<file path="config.mk">
export PLATFORM = sky130hd
export DESIGN_NAME = s_p_buffer
export DESIGN_NICKNAME = d
export VERILOG_FILES = /design/src/rtl/fft_pkg.sv /design/src/rtl/s_p_bank.sv /design/src/rtl/s_p_buffer.sv
export SDC_FILE = /design/constraint.sdc
export NUM_CORES = 1
export LEC_CHECK = 0
export CORE_ASPECT_RATIO = 0.8
export CORE_MARGIN = 2
export CORE_UTILIZATION = 65
export DETAILED_ROUTE_END_ITERATION = 6
export HOLD_SLACK_MARGIN = 0.15
export PLACE_DENSITY = 0.84
export REMOVE_ABC_BUFFERS = 1
export SLEW_MARGIN = 20
export SYNTH_ARGS = -nofsm -noshare
export SYNTH_HDL_FRONTEND = slang
export SYNTH_SLANG_ARGS = --single-unit
</file>
<file path="constraint.sdc">
create_clock -name clk -period 5.2 [get_ports clk]
set_input_delay 0.52 -clock clk [delete_from_list [all_inputs] [get_ports clk]]
set_output_delay 0.52 -clock clk [all_outputs]
set_load 0.005 [all_outputs]
</file>
<file path="src/rtl/fft_pkg.sv">
// Shared constants and types for the 16-point radix-4 FFT core.
// The serial-to-parallel buffer imports this package.
package fft_pkg;
  localparam int SAMPLE_W     = 16;
  localparam int N            = 16;
  localparam int RADIX        = 4;
  localparam int GROUPS       = 4;
  localparam int S_P_FLAG_IDX = 12;

  typedef struct packed {
    logic [SAMPLE_W-1:0] re;
    logic [SAMPLE_W-1:0] im;
  } cplx_t;
endpackage

</file>
<file path="src/rtl/s_p_bank.sv">
// One 16-entry complex register file. It has a single write port and a
// 4-lane strided read port: lane j returns entry sel + 4j.
module s_p_bank
  import fft_pkg::*;
#(
  parameter int WIDTH = SAMPLE_W
) (
  input  logic                   clk,
  input  logic                   rst_n,
  input  logic                   we_i,
  input  logic [3:0]             waddr_i,
  input  logic [WIDTH-1:0]       wre_i,
  input  logic [WIDTH-1:0]       wim_i,
  input  logic [1:0]             sel_i,
  output logic [RADIX*WIDTH-1:0] rd_re_o,
  output logic [RADIX*WIDTH-1:0] rd_im_o
);
  logic [WIDTH-1:0] re_q [N];
  logic [WIDTH-1:0] im_q [N];

  // Flops rather than RAM: every entry must clear on reset and all four
  // lanes are read at the same time.
  always_ff @(posedge clk or negedge rst_n) begin
    if (!rst_n) begin
      for (int i = 0; i < N; i++) begin
        re_q[i] <= '0;
        im_q[i] <= '0;
      end
    end else if (we_i) begin
      re_q[waddr_i] <= wre_i;
      im_q[waddr_i] <= wim_i;
    end
  end

  generate
    for (genvar gi = 0; gi < RADIX; gi++) begin : g_lane
      localparam logic [1:0] LANE = 2'(gi);
      assign rd_re_o[gi*WIDTH +: WIDTH] = re_q[{LANE, sel_i}];
      assign rd_im_o[gi*WIDTH +: WIDTH] = im_q[{LANE, sel_i}];
    end
  endgenerate
endmodule

</file>
<file path="src/rtl/s_p_buffer.sv">
// Serial-to-parallel ping-pong input buffer for the 16-point radix-4 FFT.
// It raises a start flag as soon as sample 12 of a frame is stored.
module s_p_buffer
  import fft_pkg::*;
#(
  parameter int WIDTH = SAMPLE_W
) (
  input  logic               clk,
  input  logic               rst_n,
  input  logic               in_valid,
  input  logic               in_sop,
  input  logic [WIDTH-1:0]   in_re,
  input  logic [WIDTH-1:0]   in_im,
  input  logic [1:0]         sel,
  output logic               s_p_flag_out,
  output logic [4*WIDTH-1:0] out_re,
  output logic [4*WIDTH-1:0] out_im,
  output logic               frame_err
);
  logic [3:0] wr_idx_q, wr_idx_d;
  logic       wr_bank_q, wr_bank_d;
  logic       rd_bank_q, rd_bank_d;
  logic       flag_q, flag_d;
  logic       err_q, err_d;
  logic       resync;
  logic       wbank;
  logic [3:0] waddr;

  logic [RADIX*WIDTH-1:0] bank_re [2];
  logic [RADIX*WIDTH-1:0] bank_im [2];

  // An early SOP abandons the partial frame: the sample goes to slot 0 of
  // the other bank, and the pointer continues from there as for a normal start.
  always_comb begin
    resync    = in_valid & in_sop & (wr_idx_q != 4'd0);
    wbank     = resync ? ~wr_bank_q : wr_bank_q;
    waddr     = resync ? 4'd0 : wr_idx_q;
    wr_idx_d  = wr_idx_q;
    wr_bank_d = wr_bank_q;
    rd_bank_d = rd_bank_q;
    flag_d    = 1'b0;
    err_d     = resync;
    if (in_valid) begin
      wr_idx_d  = waddr + 4'd1;
      wr_bank_d = (waddr == 4'(N - 1)) ? ~wbank : wbank;
      if (waddr == 4'(S_P_FLAG_IDX)) begin
        rd_bank_d = wbank;
        flag_d    = 1'b1;
      end
    end
  end

  always_ff @(posedge clk or negedge rst_n) begin
    if (!rst_n) begin
      wr_idx_q  <= '0;
      wr_bank_q <= 1'b0;
      rd_bank_q <= 1'b0;
      flag_q    <= 1'b0;
      err_q     <= 1'b0;
    end else begin
      wr_idx_q  <= wr_idx_d;
      wr_bank_q <= wr_bank_d;
      rd_bank_q <= rd_bank_d;
      flag_q    <= flag_d;
      err_q     <= err_d;
    end
  end

  generate
    for (genvar gi = 0; gi < 2; gi++) begin : g_bank
      s_p_bank #(.WIDTH(WIDTH)) u_bank (
        .clk     (clk),
        .rst_n   (rst_n),
        .we_i    (in_valid && (wbank == 1'(gi))),
        .waddr_i (waddr),
        .wre_i   (in_re),
        .wim_i   (in_im),
        .sel_i   (sel),
        .rd_re_o (bank_re[gi]),
        .rd_im_o (bank_im[gi])
      );
    end
  endgenerate

  assign out_re       = bank_re[rd_bank_q];
  assign out_im       = bank_im[rd_bank_q];
  assign s_p_flag_out = flag_q;
  assign frame_err    = err_q;
endmodule

</file>
# [After elaboration in Yosys (flattened, before gate mapping)]
# Cells that the tools add are included.
[op_classes] bitwise=10 n_reduce_logical=5 magnitude_cmp=7 muxes=65 addsub=1 n_eq_ne=2
[ops] cell="binary-select mux 16 bit (select 4 bit)" count=16
[ops] cell="bitwise mux 256 bit" count=4
[ops] cell="two-way mux 16 bit" count=33
[ops] cell="two-way mux 64 bit" count=6
[ops] cell="demux 16 bit (select 4 bit)" count=1
[ops] cell="greater-or-equal comparator 5 bit, second input constant" count=5
[ops] cell="inverter 4 -> 5 bit" count=3
[ops] cell="== test 4 bit, second input constant" count=2
[ops] cell="< comparator 5 x 1 -> 1 bit, second input constant" count=1
[ops] cell="inverter 2 -> 5 bit" count=1
[ops] cell="inverter 3 -> 5 bit" count=1
[ops] cell="adder 4 x 1 -> 4 bit, second input constant" count=1
[ops] cell="two-way mux 1 bit" count=4
[ops] cell="two-way mux 4 bit" count=1
[ops] cell="nonzero test 4 bit" count=1
[ops] cell="logical AND 1 bit" count=3
[ops] cell="bitwise AND 1 bit" count=2
[ops] cell="greater-or-equal comparator 2 bit, second input constant" count=1
[ops] cell="inverter 1 bit" count=2
[ops] cell="inverter 1 -> 2 bit" count=1
[ops] cell="AND reduction 2 bit" count=1
[word_totals] input_bits=38 output_inout_bits=130 register_bits=1032

# [Depth between registers and ports, before layout]
[logic_depth] depth_word=9 ltp_mapped=11

# [By module]
# From an unflattened synthesis, not the netlist that was laid out.
[hier_totals] cells_unflattened=2762 area_unflattened_um2=46138.0
[by_module_without_submodules] mod="s_p_bank" area_per_inst_um2=22091.2 cells_per_inst=1290 n_inst=2
[by_module_without_submodules] mod="s_p_buffer" area_per_inst_um2=1955.6 cells_per_inst=182 n_inst=1

# [Least setup slack after synthesis]
# OpenSTA, ideal clock, no wires.
[synth_path] kind="input-to-reg" start="in in_sop" end="reg g_bank[1].u_bank.im_q[128] in the netlist's numbering" setup_ps=125 arrival_time_ps=2419 path_stages=9 slack_ps=2657 path_cell_list="clkbuf_1 a21oi_1 ha_1 and2_0 clkbuf_1 nand2_1 nor3b_2 buf_2 mux2_2"
[synth_between] elab_chain_cells=9 word_cells_on_any_way=12 cone_classes="order compare (2); mux (5); bitwise (3); reduce/logical (2)"
[synth_lines] item="from (decl)" line="s_p_buffer.sv:11" text="input logic in_sop,"
[synth_lines] item="bitwise AND 1 bit * (2 in series)" line="s_p_buffer.sv:35" text="resync = in_valid & in_sop & (wr_idx_q != 4'd0);"
[synth_lines] item="two-way mux 4 bit" line="s_p_buffer.sv:37" text="waddr = resync ? 4'd0 : wr_idx_q;"
[synth_lines] item="inverter 4 -> 5 bit (implied by the code)" line="s_p_bank.sv:31" text="im_q[waddr_i] <= wim_i;"
[synth_lines] item="greater-or-equal comparator 5 bit (implied by the code) or < comparator 5 x 1 -> 1 bit (tied branches)" line="s_p_bank.sv:31"
[synth_lines] item="logical AND 1 bit (implied by the code)" line="s_p_bank.sv:31"
[synth_lines] item="two-way mux 16 bit (implied by the code)" line="s_p_bank.sv:31"
[synth_lines] item="demux 16 bit (select 4 bit)" line="s_p_bank.sv:31"
[synth_lines] item="bitwise mux 256 bit" line="s_p_bank.sv:31"
[synth_lines] item="to (signal, indexed assignment)" line="s_p_bank.sv:31"
[synth_lines] item="to (decl)" line="s_p_bank.sv:19" text="logic [WIDTH-1:0] im_q [N];"
# Mark *: on every way between the ends. The rest lies on a longest branch, timed or not.
# A chain may end at the register's enable or synchronous reset.

# [Final worst setup path]
[layout_path] start="reg rd_bank_q" end="out out_re[54]"
[layout_between] elab_chain_cells=4
[layout_lines] item="from (decl)" line="s_p_buffer.sv:22" text="logic rd_bank_q, rd_bank_d;"
[layout_lines] item="from (signal assigned)" line="s_p_buffer.sv:63" text="rd_bank_q <= rd_bank_d;"
[layout_lines] item="inverter 1 -> 2 bit (implied by the code)" line="s_p_buffer.sv:85" text="assign out_re = bank_re[rd_bank_q];"
[layout_lines] item="two-way mux 64 bit (implied by the code) (3 in series)" line="s_p_buffer.sv:85"
[layout_lines] item="to (decl)" line="s_p_buffer.sv:16" text="output logic [4*WIDTH-1:0] out_re,"
# Every way passes these cells. The select of a mux whose other input is x is not followed.

==> flow_summary.toml <==
[outcome]
outcome = "finished, final reports clean"

[global_route]
grtUsageTotal = 0.323
grt_max_degree = 136
grt_pass1_vias = 29600
grt_pass1_wl_um = 179000
overflow = 0
antenna_found_initial = 2

[pwr]
pwr-share-clk = 0.262
power.leakage_nw = 24.3
peakVddDrop_mv = 0.338
seq_power_share = 0.466
p_switching_mw = 7.73
powerDensity_mw_per_mm2 = 525
combinationalPowerShare = 0.272
intPower_mw = 19.6
p_sw_frac = 0.283

[critical_path]
worstPathArrival_ns = 3.71
required_ns = 4.68
cp_max_fo = 70
startpoint_type = "register"
endpoint_kind = "output pin"
crit_type = "reg2out"

[synth]
syn_avg_cell_area_um2 = 15.1
synth_top_area_cell = "dfrtp_1"
synth-async-reset-ratio = 1.00
syn_inst = 3072
synth_seq_area_share = 0.557
synth-seq-cells = 1032
syn-cell-area_mm2 = 0.0463
ys.flop_type = "dfrtp_1"
yosysTopAreaCellShare = 0.557
ys_top_cells_by_area = "dfrtp_1, mux2_2, mux4_2"
yosysWarnings = 0
synth_edf_count = 0
synthMostInstantiatedCell = "dfrtp_1"
synth_common_cells = "dfrtp_1, mux2_2, nand2_1"
synth.distinct_cells = 34

[finish]
antenna_cells = 0
drive_gt1_frac = 0.442
syn2layout_area_growth_pct = 12.3
fin_nets = 3164

[floorplan]
die_w_um = 303
rows = 87
core_area_mm2 = 0.0705
chipHeight_um = 243
start_util = 0.657
die_area_mm2 = 0.0735
ioPinCount = 168

[timing]
min_period_ns = 4.23
slew_violations = 0
setup_tns_ns = 0
rsz0062_at_grt = "no"
fmax_ghz = 0.236
hold_viol = 0
slew_headroom = 0.228
clock-skew-final_ns = 0.0152
post-route-worst-setup-slack_ns = 0.970
setup_viol = 0
period_share = 0.813
whs_ns = 0.481
worst_pin_slew_ns = 1.16

[clock_network]
numCtsBuffers = 96
clockRootBuffer = "clkbuf_16"
post_cts_buffers = 0
path_clk_slew_ns = 0.06
cts.sinks = 1032
cts_resized = 0
holdBufCountCts = 1
cts_tree = "yes"
cts_buffer_depth = 3
insertion_delay_ns = 0.66
htreeDepth = 3

[job]
cap_violations = 0

[routing]
ant_nets = 0
avgViaCountPerCell = 6.55
drt-initial-drc-count = 2314
first_pass_iters = 5
drc = 0
drt-total-wl_um = 114000
num_vias = 27100
wire_per_inst_um = 27.6

[placed_design]
dpl_worst_slack_ns = 1.21
gp_congestion = 0.831
io_buffers = 167
hpwl_um = 67600

[min_path]
min_path_type = "reg2reg"
-- cell families (layout without fill, tap and decap cells) --
logic type	count (synthesis)	in the layout	share of synthesized area
mux	1282	1282	0.374
flops	1032	1032	0.557
simple gates	443	443	0.0381
buf+inv	297	422	0.0279
compound gates	13	13	0.00192
fa+ha+maj	4	4	0.00108
xor+xnor	1	1	0.000189
-- path summary, 6_finish.rpt --
check	startpoint	to	cells after the start	slack [ns]
setup / recovery	rd_bank_q	out_re[54]	4	0.97
hold / removal	g_bank[0].u_bank.im_q[199]	g_bank[0].u_bank.im_q[199]	1	0.48
setup reg to reg	wr_idx_q[1]	g_bank[1].u_bank.re_q[133]	8	1.99
hold reg to reg	g_bank[0].u_bank.im_q[199]	g_bank[0].u_bank.im_q[199]	1	0.48
max in group asynchronous	rst_n	g_bank[1].u_bank.im_q[173]	3	3.12
min in group asynchronous	rst_n	g_bank[1].u_bank.im_q[227]	2	0.55
-- registers in the layout (all words and copies together), names as in the netlist --
register and count:
g_bank.u_bank.im_q 512, g_bank.u_bank.re_q 512, wr_idx_q 4, frame_err 1, rd_bank_q 1, s_p_flag_out 1, wr_bank_q 1
-- per-stage QoR --
step,instance area (um2),power (mW),cells,util
2_1_floorplan,45100,16.9,2781,-
3_3_place_gp,48900,19.5,3957,0.694
3_5_place_dp,48900,20.2,3957,0.694
4_1_cts,52100,27.5,4131,0.739
5_1_grt,52100,28.6,4131,0.738
6_report,52100,27.3,4131,0.738
-- power groups by stage --
stage / combinational (mW) / sequential [mW] / clock, mW
after floorplan: 4.75 / 12.2 / 0
after global placement: 7.07 / 12.4 / 0
after detailed placement: 7.41 / 12.8 / 0
after CTS: 7.50 / 12.7 / 7.24
after global routing: 7.96 / 13.1 / 7.57
final: 7.43 / 12.7 / 7.16
-- critical path, cell delays in order (launching register included) --
cell             delay (ns)
dfrtp_4                1.19
buf_4                  0.91
nand2_1                0.14
nand2_1                0.23
clkdlybuf4s50_1        0.55
-- area by class of cell --
type | instances | area [um2]
Timing Repair Buffer | 243 | 2430
Inverter | 6 | 27.5
Clock buffer | 136 | 2840
Clock inverter | 37 | 368
Sequential cell | 1032 | 25800
Multi-Input combinational cell | 1743 | 19400
Fill cell | 4195 | 18500
Tap cell | 934 | 1170
-- placed cells by master, fill, tap and decap left out, types with 15 or more instances in the layout --
master / Yosys / layout
dfrtp_1: 1032 / 1031
mux2_2: 871 / 871
nand2_1: 398 / 395
mux4_2: 256 / 256
mux2_1: 153 / 153
clkdlybuf4s50_1: 0 / 149
clkbuf_16: 0 / 97
buf_4: 12 / 55
clkbuf_8: 0 / 27
clkinv_2: 0 / 21
buf_12: 0 / 20
buf_2: 108 / 15
-- routing by layer --
layer / vias up / share of wire / global-route usage
met5: - / 0.00018 / 0
met1: 14800 / 0.41 / 0.461
met4: 4 / 0.034 / 0.105
met2: 909 / 0.49 / 0.507
li1: 11100 / - / -
met3: 248 / 0.067 / 0.0642
No activity file was read; power rests on OpenSTA's default activity.
